===== config.mk =====
export PLATFORM = sky130hd
export DESIGN_NAME = sfp_block_align
export DESIGN_NICKNAME = d
export VERILOG_FILES = /design/src/rtl/sfp_pkg.sv /design/src/rtl/sfp2fix.sv /design/src/rtl/sfp_block_align.sv
export SDC_FILE = /design/constraint.sdc
export NUM_CORES = 1
export LEC_CHECK = 0
export ABC_AREA = 1
export CAP_MARGIN = 10
export CORE_UTILIZATION = 33
export DETAILED_ROUTE_END_ITERATION = 8
export DONT_BUFFER_PORTS = 1
export HOLD_SLACK_MARGIN = 0.12
export SLEW_MARGIN = 20
export SYNTH_ARGS = -nofsm -noshare
export SYNTH_HDL_FRONTEND = slang
export SYNTH_SLANG_ARGS = --single-unit

===== constraint.sdc =====
create_clock -name clk -period 5.55 [get_ports clk]
set_clock_uncertainty 0.2 [all_clocks]
set_input_delay 0.555 -clock clk [delete_from_list [all_inputs] [get_ports clk]]
set_output_delay 0.555 -clock clk [all_outputs]
set_load 0.03 [all_outputs]

===== src/rtl/sfp_pkg.sv =====
// Shared widths, FSM state and SFP word layout for the block-floating-point aligner.
package sfp_pkg;
    localparam int EXP_W   = 4;
    localparam int SIG_W   = 4;
    localparam int LOW_EXP = 2;
    localparam int FMT_W   = 1 + EXP_W + SIG_W;
    localparam int FIX_W   = SIG_W + 4 + LOW_EXP;
    localparam int BLOCK_N = 8;

    typedef enum logic {
        FILL = 1'b0,
        EMIT = 1'b1
    } state_e;

    typedef struct packed {
        logic             sign;
        logic [EXP_W-1:0] exp;
        logic [SIG_W-1:0] sig;
    } sfp_t;
endpackage


===== src/rtl/sfp2fix.sv =====
// Aligns one SFP word to the block exponent as a two's-complement fixed-point value;
// inverse of the fixed-to-SFP normaliser that follows the adder tree.
module sfp2fix
    import sfp_pkg::*;
#(
    parameter int expWidth    = EXP_W,
    parameter int sigWidth    = SIG_W,
    parameter int low_expand  = LOW_EXP,
    parameter int formatWidth = 1 + expWidth + sigWidth,
    parameter int FW          = sigWidth + 4 + low_expand
) (
    input  logic [formatWidth-1:0] in_sfp,
    input  logic [expWidth-1:0]    max_exp,
    output logic [FW-1:0]          fix
);
    localparam int MAG_W = sigWidth + 1 + low_expand;

    logic                sign_s;
    logic [expWidth-1:0] exp_s;
    logic [expWidth-1:0] shift_s;
    logic [sigWidth-1:0] sig_s;
    logic [MAG_W-1:0]    mag_s;
    logic [FW-1:0]       mag_fw_s;

    assign sign_s   = in_sfp[formatWidth-1];
    assign exp_s    = in_sfp[formatWidth-2 -: expWidth];
    assign sig_s    = in_sfp[sigWidth-1:0];
    assign shift_s  = max_exp - exp_s;
    // Shifts past the mantissa width fall out of the vector and truncate to zero.
    assign mag_s    = {1'b1, sig_s, {low_expand{1'b0}}} >> shift_s;
    assign mag_fw_s = {{(FW-MAG_W){1'b0}}, mag_s};

    // Zero exponent encodes zero; otherwise apply the sign (negating 0 yields 0).
    always_comb begin
        fix = {FW{1'b0}};
        if (exp_s == {expWidth{1'b0}}) begin
            fix = {FW{1'b0}};
        end else if (sign_s) begin
            fix = {FW{1'b0}} - mag_fw_s;
        end else begin
            fix = mag_fw_s;
        end
    end
endmodule


===== src/rtl/sfp_block_align.sv =====
// Collects a block of SFP words, tracks the largest exponent, then emits each word
// aligned to that exponent together with the exponent itself.
module sfp_block_align
    import sfp_pkg::*;
#(
    parameter int expWidth    = EXP_W,
    parameter int sigWidth    = SIG_W,
    parameter int low_expand  = LOW_EXP,
    parameter int formatWidth = 1 + expWidth + sigWidth,
    parameter int BLOCK       = BLOCK_N,
    parameter int FW          = sigWidth + 4 + low_expand
) (
    input  logic                   clk,
    input  logic                   rst,
    input  logic                   in_valid,
    output logic                   in_ready,
    input  logic [formatWidth-1:0] in_sfp,
    output logic                   out_valid,
    input  logic                   out_ready,
    output logic [FW-1:0]          out_fix,
    output logic [expWidth-1:0]    out_max_exp,
    output logic                   out_last
);
    localparam int               IDX_W    = $clog2(BLOCK);
    localparam logic [IDX_W-1:0] LAST_IDX = IDX_W'(BLOCK - 1);
    localparam logic [IDX_W-1:0] ZERO_IDX = {IDX_W{1'b0}};

    state_e                 state_q, state_d;
    logic [IDX_W-1:0]       wr_idx_q, wr_idx_d;
    logic [IDX_W-1:0]       rd_idx_q, rd_idx_d;
    logic [expWidth-1:0]    max_q, max_d;
    logic [formatWidth-1:0] buf_q [BLOCK];
    logic [formatWidth-1:0] buf_d [BLOCK];
    logic                   in_ready_q, in_ready_d;
    logic                   out_valid_q, out_valid_d;
    logic                   out_last_q, out_last_d;
    logic [FW-1:0]          out_fix_q, out_fix_d;
    logic [expWidth-1:0]    out_max_exp_q, out_max_exp_d;

    logic                   in_hs_s;
    logic                   out_hs_s;
    logic [expWidth-1:0]    in_exp_s;
    logic [expWidth-1:0]    max_next_s;
    logic [IDX_W-1:0]       rd_next_s;
    logic [formatWidth-1:0] align_sfp_s;
    logic [expWidth-1:0]    align_max_s;
    logic [FW-1:0]          align_fix_s;

    assign in_ready    = in_ready_q & ~rst;
    assign out_valid   = out_valid_q;
    assign out_fix     = out_fix_q;
    assign out_max_exp = out_max_exp_q;
    assign out_last    = out_last_q;

    assign in_hs_s    = in_valid & in_ready_q & (state_q == FILL);
    assign out_hs_s   = out_valid_q & out_ready;
    assign in_exp_s   = in_sfp[formatWidth-2 -: expWidth];
    assign max_next_s = ((wr_idx_q == ZERO_IDX) || (in_exp_s > max_q)) ? in_exp_s : max_q;
    assign rd_next_s  = rd_idx_q + {{(IDX_W-1){1'b0}}, 1'b1};

    // Word 0 is pre-aligned against the final maximum on the last fill edge so it is
    // valid right after that edge; in EMIT the next word is pre-aligned instead.
    assign align_sfp_s = (state_q == FILL) ? buf_q[0] : buf_q[rd_next_s];
    assign align_max_s = (state_q == FILL) ? max_next_s : max_q;

    sfp2fix #(
        .expWidth   (expWidth),
        .sigWidth   (sigWidth),
        .low_expand (low_expand),
        .formatWidth(formatWidth),
        .FW         (FW)
    ) u_sfp2fix (
        .in_sfp (align_sfp_s),
        .max_exp(align_max_s),
        .fix    (align_fix_s)
    );

    // Next-state logic for the fill/emit sequencer and its registered outputs.
    always_comb begin
        state_d       = state_q;
        wr_idx_d      = wr_idx_q;
        rd_idx_d      = rd_idx_q;
        max_d         = max_q;
        buf_d         = buf_q;
        in_ready_d    = in_ready_q;
        out_valid_d   = out_valid_q;
        out_last_d    = out_last_q;
        out_fix_d     = out_fix_q;
        out_max_exp_d = out_max_exp_q;
        case (state_q)
            FILL: begin
                if (in_hs_s) begin
                    buf_d[wr_idx_q] = in_sfp;
                    max_d           = max_next_s;
                    if (wr_idx_q == LAST_IDX) begin
                        wr_idx_d      = ZERO_IDX;
                        state_d       = EMIT;
                        in_ready_d    = 1'b0;
                        out_valid_d   = 1'b1;
                        out_last_d    = 1'b0;
                        out_fix_d     = align_fix_s;
                        out_max_exp_d = max_next_s;
                    end else begin
                        wr_idx_d = wr_idx_q + {{(IDX_W-1){1'b0}}, 1'b1};
                    end
                end else begin
                    wr_idx_d = wr_idx_q;
                end
            end
            EMIT: begin
                if (out_hs_s) begin
                    if (rd_idx_q == LAST_IDX) begin
                        rd_idx_d    = ZERO_IDX;
                        state_d     = FILL;
                        in_ready_d  = 1'b1;
                        out_valid_d = 1'b0;
                        out_last_d  = 1'b0;
                    end else begin
                        rd_idx_d   = rd_next_s;
                        out_fix_d  = align_fix_s;
                        out_last_d = (rd_next_s == LAST_IDX);
                    end
                end else begin
                    rd_idx_d = rd_idx_q;
                end
            end
            default: begin
                state_d     = FILL;
                wr_idx_d    = ZERO_IDX;
                rd_idx_d    = ZERO_IDX;
                in_ready_d  = 1'b1;
                out_valid_d = 1'b0;
                out_last_d  = 1'b0;
            end
        endcase
    end

    // Control state and output registers; reset discards any partial block.
    always_ff @(posedge clk or posedge rst) begin
        if (rst) begin
            state_q       <= FILL;
            wr_idx_q      <= ZERO_IDX;
            rd_idx_q      <= ZERO_IDX;
            max_q         <= {expWidth{1'b0}};
            in_ready_q    <= 1'b1;
            out_valid_q   <= 1'b0;
            out_last_q    <= 1'b0;
            out_fix_q     <= {FW{1'b0}};
            out_max_exp_q <= {expWidth{1'b0}};
        end else begin
            state_q       <= state_d;
            wr_idx_q      <= wr_idx_d;
            rd_idx_q      <= rd_idx_d;
            max_q         <= max_d;
            in_ready_q    <= in_ready_d;
            out_valid_q   <= out_valid_d;
            out_last_q    <= out_last_d;
            out_fix_q     <= out_fix_d;
            out_max_exp_q <= out_max_exp_d;
        end
    end

    // Block storage has no reset; its contents are rewritten by every fill.
    always_ff @(posedge clk) begin
        buf_q <= buf_d;
    end
endmodule


# == Yosys cells after proc, flatten, opt, wreduce, memory -nomap -nowiden ==
# Index checks and enable logic that the tools add are counted.
# totals
regBits,100
latch_bits,0
ram_bits,0
rom_bits,0
inputBits,13
output_inout_bits,17
wordCells,88
n_memories,0
# classes
add_sub_neg,4
n_mul,0
n_div,0
magnitude_cmp,4
eq_ne,8
n_shift,1
muxes,36
n_bitwise,8
reduce_logical,10
# op_table
cell,n
$bwmux W72,1
$mux W10,6
$mux W9,4
$bmux W9 S3,1
$demux W9 S3,1
$pmux W10 S2,1
$mux W1,14
$eq A3 B3 Y1 const B,3
$ge A4 B4 Y1 const B,2
$mux W4,2
$not A3 Y4,2
$pmux W1 S2,4
$reduce_and A4 Y1,2
$sub A1 B7 Y8 const A,1
$shr A7 B4 Y7,1
$add A3 B1 Y3 const B,2
$mux W3,2
$ne A2 B1 Y1 const B,3
$reduce_and A3 Y1,2
$and A1 B1 Y1,4
$gt A4 B4 Y1,1
$logic_not A4 Y1,1
$lt A4 B1 Y1 const B,1
$ne A2 B2 Y1 const B,2
other kinds (6),8

# == Logic depth before layout (Yosys ltp) ==
# Gate-level depths: netlist (run 1).
# depth
word_depth,14
ltp_mapped,32
mapped_depth_nobuf,32

# == By module ==
# Synthesis (run 1) repeated with hierarchy kept, for this count alone.
# hier_totals
cells_unflattened,527
hier_area_um2,4946.0
# modules_own_cells
module,instances,cells_each,area_per_inst_um2,seq_area_each_um2
sfp_block_align,1,416,4362.9,2864.0
sfp2fix,1,111,583.1,0.0

# == Worst setup path before layout (run 1) ==
# No wires, ideal clock.
# synth_path
kind,reg2reg
start,register rd_idx_q[0]
end,register out_fix_q[6] (netlist: out_fix[6])
setup_ns,0.118
t_arrival_ns,3.994
t_required_ns,5.232
path_slack_ns,1.238
stages_incl_launch_ff,31
n_path_buf,5
period_less_slack_ns,4.312
path_cell_list,dfrtp_1 inv_2 buf_6 buf_6 ha_1 buf_4 inv_2 buf_6 buf_2 o21ai_0 o221ai_1 o211ai_1 nand2_1 ha_1 inv_1 fa_1 xor2_1 inv_1 nand2_1 inv_1 nand2_1 nand2_1 nor2_2 inv_1 ha_1 nand2_1 nor2_2 nand2_1 nand3b_1 nand3_1 nand2_1
# synth_via
elab_chain_len,14
elab_cells_between_ends,20
cone_classes,add/sub: 3; eq/ne: 2; shift: 1; mux: 11; bitwise: 1; reduce/logical: 2
# synth_lines
element,line_no,source
from (decl),sfp_block_align.sv:30,"logic [IDX_W-1:0] rd_idx_q, rd_idx_d;"
from (signal assigned),sfp_block_align.sv:153,rd_idx_q <= rd_idx_d;
$add A3 B1 Y3,sfp_block_align.sv:59,"assign rd_next_s = rd_idx_q + {{(IDX_W-1){1'b0}}, 1'b1};"
$not A3 Y4 (implied by the code),sfp_block_align.sv:63,assign align_sfp_s = (state_q == FILL) ? buf_q[0] : buf_q[rd_next_s];
$bmux W9 S3,sfp_block_align.sv:63,
$mux W9 (implied by the code) (2 in a row),sfp_block_align.sv:63,
$mux W9,sfp_block_align.sv:63,
$sub A4 B4 Y4,sfp2fix.sv:28,assign shift_s = max_exp - exp_s;
$shr A7 B4 Y7,sfp2fix.sv:30,"assign mag_s = {1'b1, sig_s, {low_expand{1'b0}}} >> shift_s;"
$sub A1 B7 Y8,sfp2fix.sv:39,fix = {FW{1'b0}} - mag_fw_s;
$mux W10,sfp2fix.sv:38,end else if (sign_s) begin
$mux W10,sfp2fix.sv:36,if (exp_s == {expWidth{1'b0}}) begin
$mux W10 (on tied branches),"sfp_block_align.sv:112, sfp_block_align.sv:95",
$mux W10 (on tied branches),"sfp_block_align.sv:111, sfp_block_align.sv:92",
$pmux W10 S2,sfp_block_align.sv:90,case (state_q)
to (signal assigned),sfp_block_align.sv:148,out_fix_q <= {FW{1'b0}};
to (signal assigned),sfp_block_align.sv:158,out_fix_q <= out_fix_d;
to (decl),sfp_block_align.sv:37,"logic [FW-1:0] out_fix_q, out_fix_d;"
# Parallel ways exist; a longest one is shown, timed or not. The select of a mux whose other input is x is not followed.
# A chain may end at the register's enable or synchronous reset.

# == Worst setup path after layout (run 1) ==
# layout_path
start,register max_q[3]
end,register out_fix_q[6] (netlist: out_fix[6])
# layout_via
elab_chain_len,12
elab_cells_between_ends,14
cone_classes,add/sub: 2; order compare: 1; shift: 1; mux: 9; reduce/logical: 1
# layout_lines
element,line_no,source
from (decl),sfp_block_align.sv:31,"logic [expWidth-1:0] max_q, max_d;"
from (signal assigned),sfp_block_align.sv:144,max_q <= {expWidth{1'b0}};
from (signal assigned),sfp_block_align.sv:154,max_q <= max_d;
$gt A4 B4 Y1,sfp_block_align.sv:58,assign max_next_s = ((wr_idx_q == ZERO_IDX) || (in_exp_s > max_q)) ? in_exp_s : max_q;
$logic_or A1 B1 Y1,sfp_block_align.sv:58,
$mux W4,sfp_block_align.sv:58,
$mux W4 *,sfp_block_align.sv:64,assign align_max_s = (state_q == FILL) ? max_next_s : max_q;
$sub A4 B4 Y4 *,sfp2fix.sv:28,
$shr A7 B4 Y7 *,sfp2fix.sv:30,
$sub A1 B7 Y8,sfp2fix.sv:39,
$mux W10 *,sfp2fix.sv:38,
$mux W10 *,sfp2fix.sv:36,
$mux W10 (on tied branches),"sfp_block_align.sv:112, sfp_block_align.sv:95",
$mux W10 (on tied branches),"sfp_block_align.sv:111, sfp_block_align.sv:92",
$pmux W10 S2 *,sfp_block_align.sv:90,
# Every way passes the cells marked *; elsewhere a longest branch is shown, timed or not. The select of a mux whose other input is x is not followed.

==> results of run 1 <==
state kept, by name, indices dropped and copies added, names as in the netlist:
name	count
out_last	1
wr_idx_q	3
state_q	1
max_q	4
out_fix	8
rd_idx_q	3
buf_q	72
out_max_exp	4
in_ready_q	1
out_valid	1
how the worst min path moves through the flow:
stage	to	slack (ps)	from	depth (start not counted)
final	state_q	230	out_ready	3
after global routing	state_q	250	out_ready	3
after CTS	rd_idx_q[0]	190	rst	1
after detailed placement	rd_idx_q[2]	290	rd_idx_q[2]	2
after global placement	rd_idx_q[2]	280	rd_idx_q[2]	2
after floorplan	rd_idx_q[2]	260	rd_idx_q[2]	2
logic make-up after synthesis:
| group | count (synthesis) | synth area share [%] |
|---|---|---|
| adder cells (fa/ha/maj) | 15 | 4.027 |
| buffers and inverters | 68 | 6.530 |
| AO/OA/AOI/OAI | 65 | 7.951 |
| flip-flops | 98 | 58.05 |
| AND/OR/NAND/NOR | 263 | 23.08 |
| XOR/XNOR | 2 | 0.3614 |
per-layer routing:
metal | vias to the layer above | share of wire, %
met4 | 2 | 2.8
met2 | 97 | 46
met1 | 1665 | 45
li1 | 1723 | -
met3 | 35 | 6.5
met5 | - | 0.14
cell usage in the layout (no fill, tap or decap), drive strengths merged, types with 10 or more instances in the layout:
cell	synthesis	layout
clkbuf	3	11
dfrtp	25	25
dlygate4sd3	0	10
edfxtp	72	72
ha	14	14
inv	49	49
nand2	145	145
nand3	58	58
nor2	54	54
o21ai	42	42
layout make-up:
class | instances | area, um2 | area share (%)
flip-flops and latches | 98 | 2814 | 52.28
multi-input cells | 345 | 1727 | 32.08
clock buffers | 11 | 242.7 | 4.510
well taps | 180 | 225.2 | 4.184
inverters | 50 | 187.7 | 3.487
repair buffers | 13 | 122.6 | 2.278
clock inverters | 5 | 63.81 | 1.185
synth_stat cells:
| master | instances |
|---|---|
| a21oi_1 | 7 |
| a221o_1 | 1 |
| a22o_1 | 1 |
| a22oi_1 | 1 |
| a31o_2 | 1 |
| a31oi_4 | 1 |
| buf_1 | 1 |
| buf_2 | 4 |
| buf_4 | 5 |
| buf_6 | 5 |
| clkbuf_1 | 3 |
| clkinv_1 | 1 |
| dfrtp_1 | 25 |
| dfstp_2 | 1 |
| edfxtp_1 | 72 |
| fa_1 | 1 |
| ha_1 | 14 |
| inv_1 | 45 |
| inv_2 | 4 |
| nand2_1 | 141 |
| nand2_2 | 4 |
| nand3_1 | 56 |
| nand3_2 | 2 |
| nand3b_1 | 1 |
| nand4_1 | 2 |
| nor2_1 | 47 |
| nor2_2 | 6 |
| nor2_4 | 1 |
| o211ai_1 | 3 |
| o21ai_0 | 37 |
| o21ai_1 | 4 |
| o21ai_2 | 1 |
| o221ai_1 | 3 |
| o22ai_1 | 5 |
| or2_2 | 3 |
| xnor2_1 | 1 |
| xor2_1 | 1 |
metrics by stage:
| stage | worst slack (ps) | instance area, um2 | hold slack (ps) | utilization, % |
|---|---|---|---|---|
| after floorplan | 1238 | 4847 | 259.4 | - |
| after global placement | 1164 | 4966 | 275.5 | 35.23 |
| after detailed placement | 1045 | 4969 | 285.9 | 35.25 |
| after CTS | 1074 | 5365 | 188.9 | 38.06 |
| after global routing | 656.0 | 5383 | 254.4 | 38.19 |
| final | 1064 | 5383 | 231.2 | 38.19 |
worst min-delay path: stages:
cell and delay [ps]:
nand2_1 70, o21ai_0 70, nand2_1 60
==> impl_metrics.csv, run 1 <==
group,metric,value,unit
clocking,cts_resized,0,
placed_design,place_inst,676,
routing,wl,11250,um
floorplanning,ios,30,
critical_path,reg2reg_slack,1060,ps
sta,rsz0062_at_grt,"false",
synth,postSynthCellCount,511,
clocking,clock_latency,350,ps
critical_path,endpoint,"out_fix[6]",
global_routing,grt_max_degree,42,
clocking,cts_tree,"done",
clocking,cts.sinks,98,
synth,yosysWarnings,0,
clocking,clk_pin_slew,70,ps
placed_design,hpwl,7428,um
sta,tightest_slew,1147,ps
critical_path,cpMostUsedCell,"nand2_1",
sta,hold_violations,0,
placed_design,port_buffers,0,
synth,synth_top_cell_area_share,44.61,%
synth,yosys.area.top_type,"edfxtp_1",
synth,synth.avg_cell_area,9.486,um2
critical_path,critPathMaxStageDelay,460,ps
routing,wire_per_inst,16.02,um
floorplanning,die_h,123.2,um
worst_hold_path,hp-class,"in2reg",
layout,drive_gt1_share,9.004,%
clocking,cts_buffers,9,
layout,areaGrowthSynthToFinish,11.05,%
routing,drc_errors,0,
global_routing,grtUsageMet2,25.63,%
critical_path,cp_max_fo,8,
routing,vias_per_cell,5.017,
floorplanning,die_w,123.2,um
critical_path,crit_start,"max_q[3]",
critical_path,cp_top_family,"simple AND/OR/NAND/NOR gates",
sta,report.final.slew_viol_count,0,
synth,synth_area,4847,um2
global_routing,top_usage_layer,"met2",
sta,finalCriticalPeriod,4486,ps
critical_path,cp-start-kind,"register",
sta,slew_headroom,23.28,%
floorplanning,row_count,43,
sta,setup_tns,0,ps
floorplanning,start_util,34.39,%
status,status,"completed",
layout,final_cell_count_no_fill,702,
clocking,htree_num_levels,3,
synth,synth_area_leaders,"edfxtp_1 45%, dfrtp_1 13%, nand2_1 11%",
global_routing,grt_pass1_wl,17930,um
placed_design,place.gp.congestion,0.8639,
synth,ys_ff_latch,98,
sta,setup_violations,0,
critical_path,cp_num_buf_inv,6,
critical_path,arrival,4530,ps
routing,drtIter0Drc,231,
sta,fmax,222.9,MHz
layout,num-nets-final,545,
layout,n_antenna_cell,0,
synth,synthDistinctLibCells,37,
synth,synth-seq-area-share,58.05,%
sta,post-route-period-util,80.82,%
routing,vias,3522,
critical_path,worst-setup-path-type,"reg2reg",
critical_path,cp.depth,29,
global_routing,met1_usage,19.99,%
critical_path,r2r_cells,29,
critical_path,crit_path_top_delay_cell,"xor2_1",
clocking,post_cts_buffers,0,
critical_path,critPathCaptureType,"register",
routing,dr.pass1.iters,5,
critical_path,r2r-start,"max_q[3]",
floorplanning,die-area,15180,um2
clocking,clk_path_buf_depth,2,
global_routing,grt_use_total,15.95,%
routing,ant_nets,0,
global_routing,overflow,0,
clocking,cts_hold_buf,9,
critical_path,crit_required,5590,ps
global_routing,grt_pass1_vias,3518,
clocking,clockRootBuffer,"clkbuf_16",
run,drv_cap,0,
critical_path,crit-reg2reg-capture,"out_fix[6]",
synth,synth_fp_nets,539,
layout,fill_cells,1393,
floorplanning,core,14100,um2
global_routing,use_met3,4.382,%
global_routing,antenna_found_initial,1,
Power of run 1 is not shown: default switching activity piles up to over one toggle a cycle in this logic, so the estimate is an artifact.
==> inputs of run 2 (changes only) <==
==> constraint.sdc (replaced) <==
create_clock -name clk -period 4.3 [get_ports clk]
set_clock_uncertainty 0.2 [all_clocks]
set_input_delay 0.43 -clock clk [delete_from_list [all_inputs] [get_ports clk]]
set_output_delay 0.43 -clock clk [all_outputs]
set_load 0.03 [all_outputs]
==> impl_metrics.csv, run 2 (synthesized netlist as in run 1, its figures left out) <==
group,metric,value,unit
clocking,clk_path_buf_depth,2,
floorplanning,ios,30,
sta,report.final.slew_viol_count,0,
critical_path,r2r_cells,24,
sta,fmax,254.9,MHz
critical_path,endpoint,"out_fix[4]",
global_routing,grt_max_degree,34,
critical_path,worst-setup-path-type,"reg2reg",
layout,n_antenna_cell,0,
worst_hold_path,hp-class,"in2reg",
sta,whs,202.6,ps
sta,finalCriticalPeriod,3924,ps
clocking,cts.sinks,98,
layout,top_register,"buf_q",
layout,fin_util,38.67,%
clocking,htree_num_levels,3,
sta,slew_headroom,24.70,%
routing,vias,3507,
floorplanning,die-area,15180,um2
placed_design,port_buffers,0,
routing,drc_errors,0,
critical_path,reg2reg_slack,380,ps
sta,setup_violations,0,
layout,drive_gt1_share,11.11,%
placed_design,place.gp.congestion,0.8628,
sta,post-route-period-util,91.25,%
sta,hold_violations,0,
clocking,clk_pin_slew,70,ps
placed_design,place_inst,684,
layout,areaGrowthSynthToFinish,12.47,%
global_routing,grt_use_total,15.84,%
floorplanning,die_w,123.2,um
routing,wl,11090,um
layout,num-nets-final,554,
clocking,clockRootBuffer,"clkbuf_16",
clocking,clock_latency,340,ps
critical_path,r2r-start,"rd_idx_q[0]",
critical_path,cp-start-kind,"register",
layout,final_cell_count_no_fill,711,
run,drv_cap,0,
routing,ant_nets,0,
layout,final_cell_mix,"140 x nand2_1, 72 x edfxtp_1, 56 x nand3_1",
global_routing,overflow,0,
routing,wire_per_inst,15.60,um
global_routing,grt_pass1_wl,17950,um
layout,mostFrequentLayoutCell,"nand2_1",
clocking,cts_buffers,9,
layout,largest_reg_flops,72,
sta,tightest_slew,1125,ps
global_routing,grt_pass1_vias,3530,
critical_path,arrival,3960,ps
floorplanning,die_h,123.2,um
floorplanning,core,14100,um2
critical_path,critPathCaptureType,"register",
floorplanning,start_util,34.39,%
floorplanning,row_count,43,
critical_path,crit-reg2reg-capture,"out_fix[4]",
placed_design,hpwl,7414,um
routing,drtIter0Drc,258,
clocking,post_cts_buffers,0,
routing,dr.pass1.iters,5,
critical_path,crit_start,"rd_idx_q[0]",
routing,vias_per_cell,4.932,
global_routing,antenna_found_initial,0,
critical_path,crit_required,4330,ps
status,status,"completed",
clocking,cts_tree,"done",
critical_path,cp_max_fo,7,
[run 2: final cells by class]
| class | instances | area [um2] |
|---|---|---|
| Fill cell | 1410 | 8645 |
| Sequential cell | 98 | 2814 |
| Multi-Input combinational cell | 345 | 1743 |
| Clock buffer | 10 | 229.0 |
| Tap cell | 180 | 225.2 |
| Timing Repair Buffer | 22 | 196.4 |
| Inverter | 50 | 187.7 |
| Clock inverter | 6 | 56.30 |
[run 2: repair_timing]
| action | in CTS | in global routing |
|---|---|---|
| setup endpoints to repair | 0 | 5 |
| gates resized for setup | 0 | 8 |
| endpoints found under the hold margin | 98 | 0 |
| hold buffers | 11 | 0 |
[run 2: layer usage]
metal | part of all wire, % | track usage, % | up-vias
li1 | - | - | 1736
met1 | 46 | 21.06 | 1686
met2 | 48 | 26.19 | 71
met3 | 4.4 | 2.860 | 14
met4 | 1.2 | 4.895 | 0
met5 | 0 | 0 | -
[run 2: worst max-delay path, stage by stage, from the launching register on]
cell and delay, ps:
dfrtp_1 420, ha_1 230, ha_1 300, inv_1 200
o221ai_1 160, o211ai_1 100, nand2_1 150, ha_1 210
inv_1 80, fa_2 490, inv_2 130, nand4_1 100
nand2_1 70, inv_1 30, nand2_1 50, nand2_1 50
nor2_2 130, inv_1 60, ha_1 200, nand2_1 80
nor2_2 50, nor2_1 100, nand3_1 80, nand3_1 70
nand2_1 50
[run 2: how the worst min path moves through the flow]
stage | startpoint | end | slack, ps | cells after the start
after global placement | rd_idx_q[2] | rd_idx_q[2] | 290 | 2
after global routing | in_sfp[6] | max_q[2] | 260 | 4
final | in_sfp[6] | max_q[2] | 200 | 4
after floorplan | rd_idx_q[2] | rd_idx_q[2] | 260 | 2
after detailed placement | rd_idx_q[2] | rd_idx_q[2] | 290 | 2
after CTS | in_sfp[5] | max_q[1] | 200 | 4
[run 2: per-stage QoR]
| step | setup TNS, ps | cell area, um2 | setup WS (ps) |
|---|---|---|---|
| 3_3_place_gp | 0 | 5034 | 348.9 |
| 2_1_floorplan | 0 | 4855 | 74.37 |
| 6_report | 0 | 5451 | 376.3 |
| 4_1_cts | 0 | 5434 | 208.9 |
| 3_5_place_dp | 0 | 5039 | 217.3 |
| 5_1_grt | -8.074 | 5451 | -6.273 |
Power of run 2 is left out for the same reason.
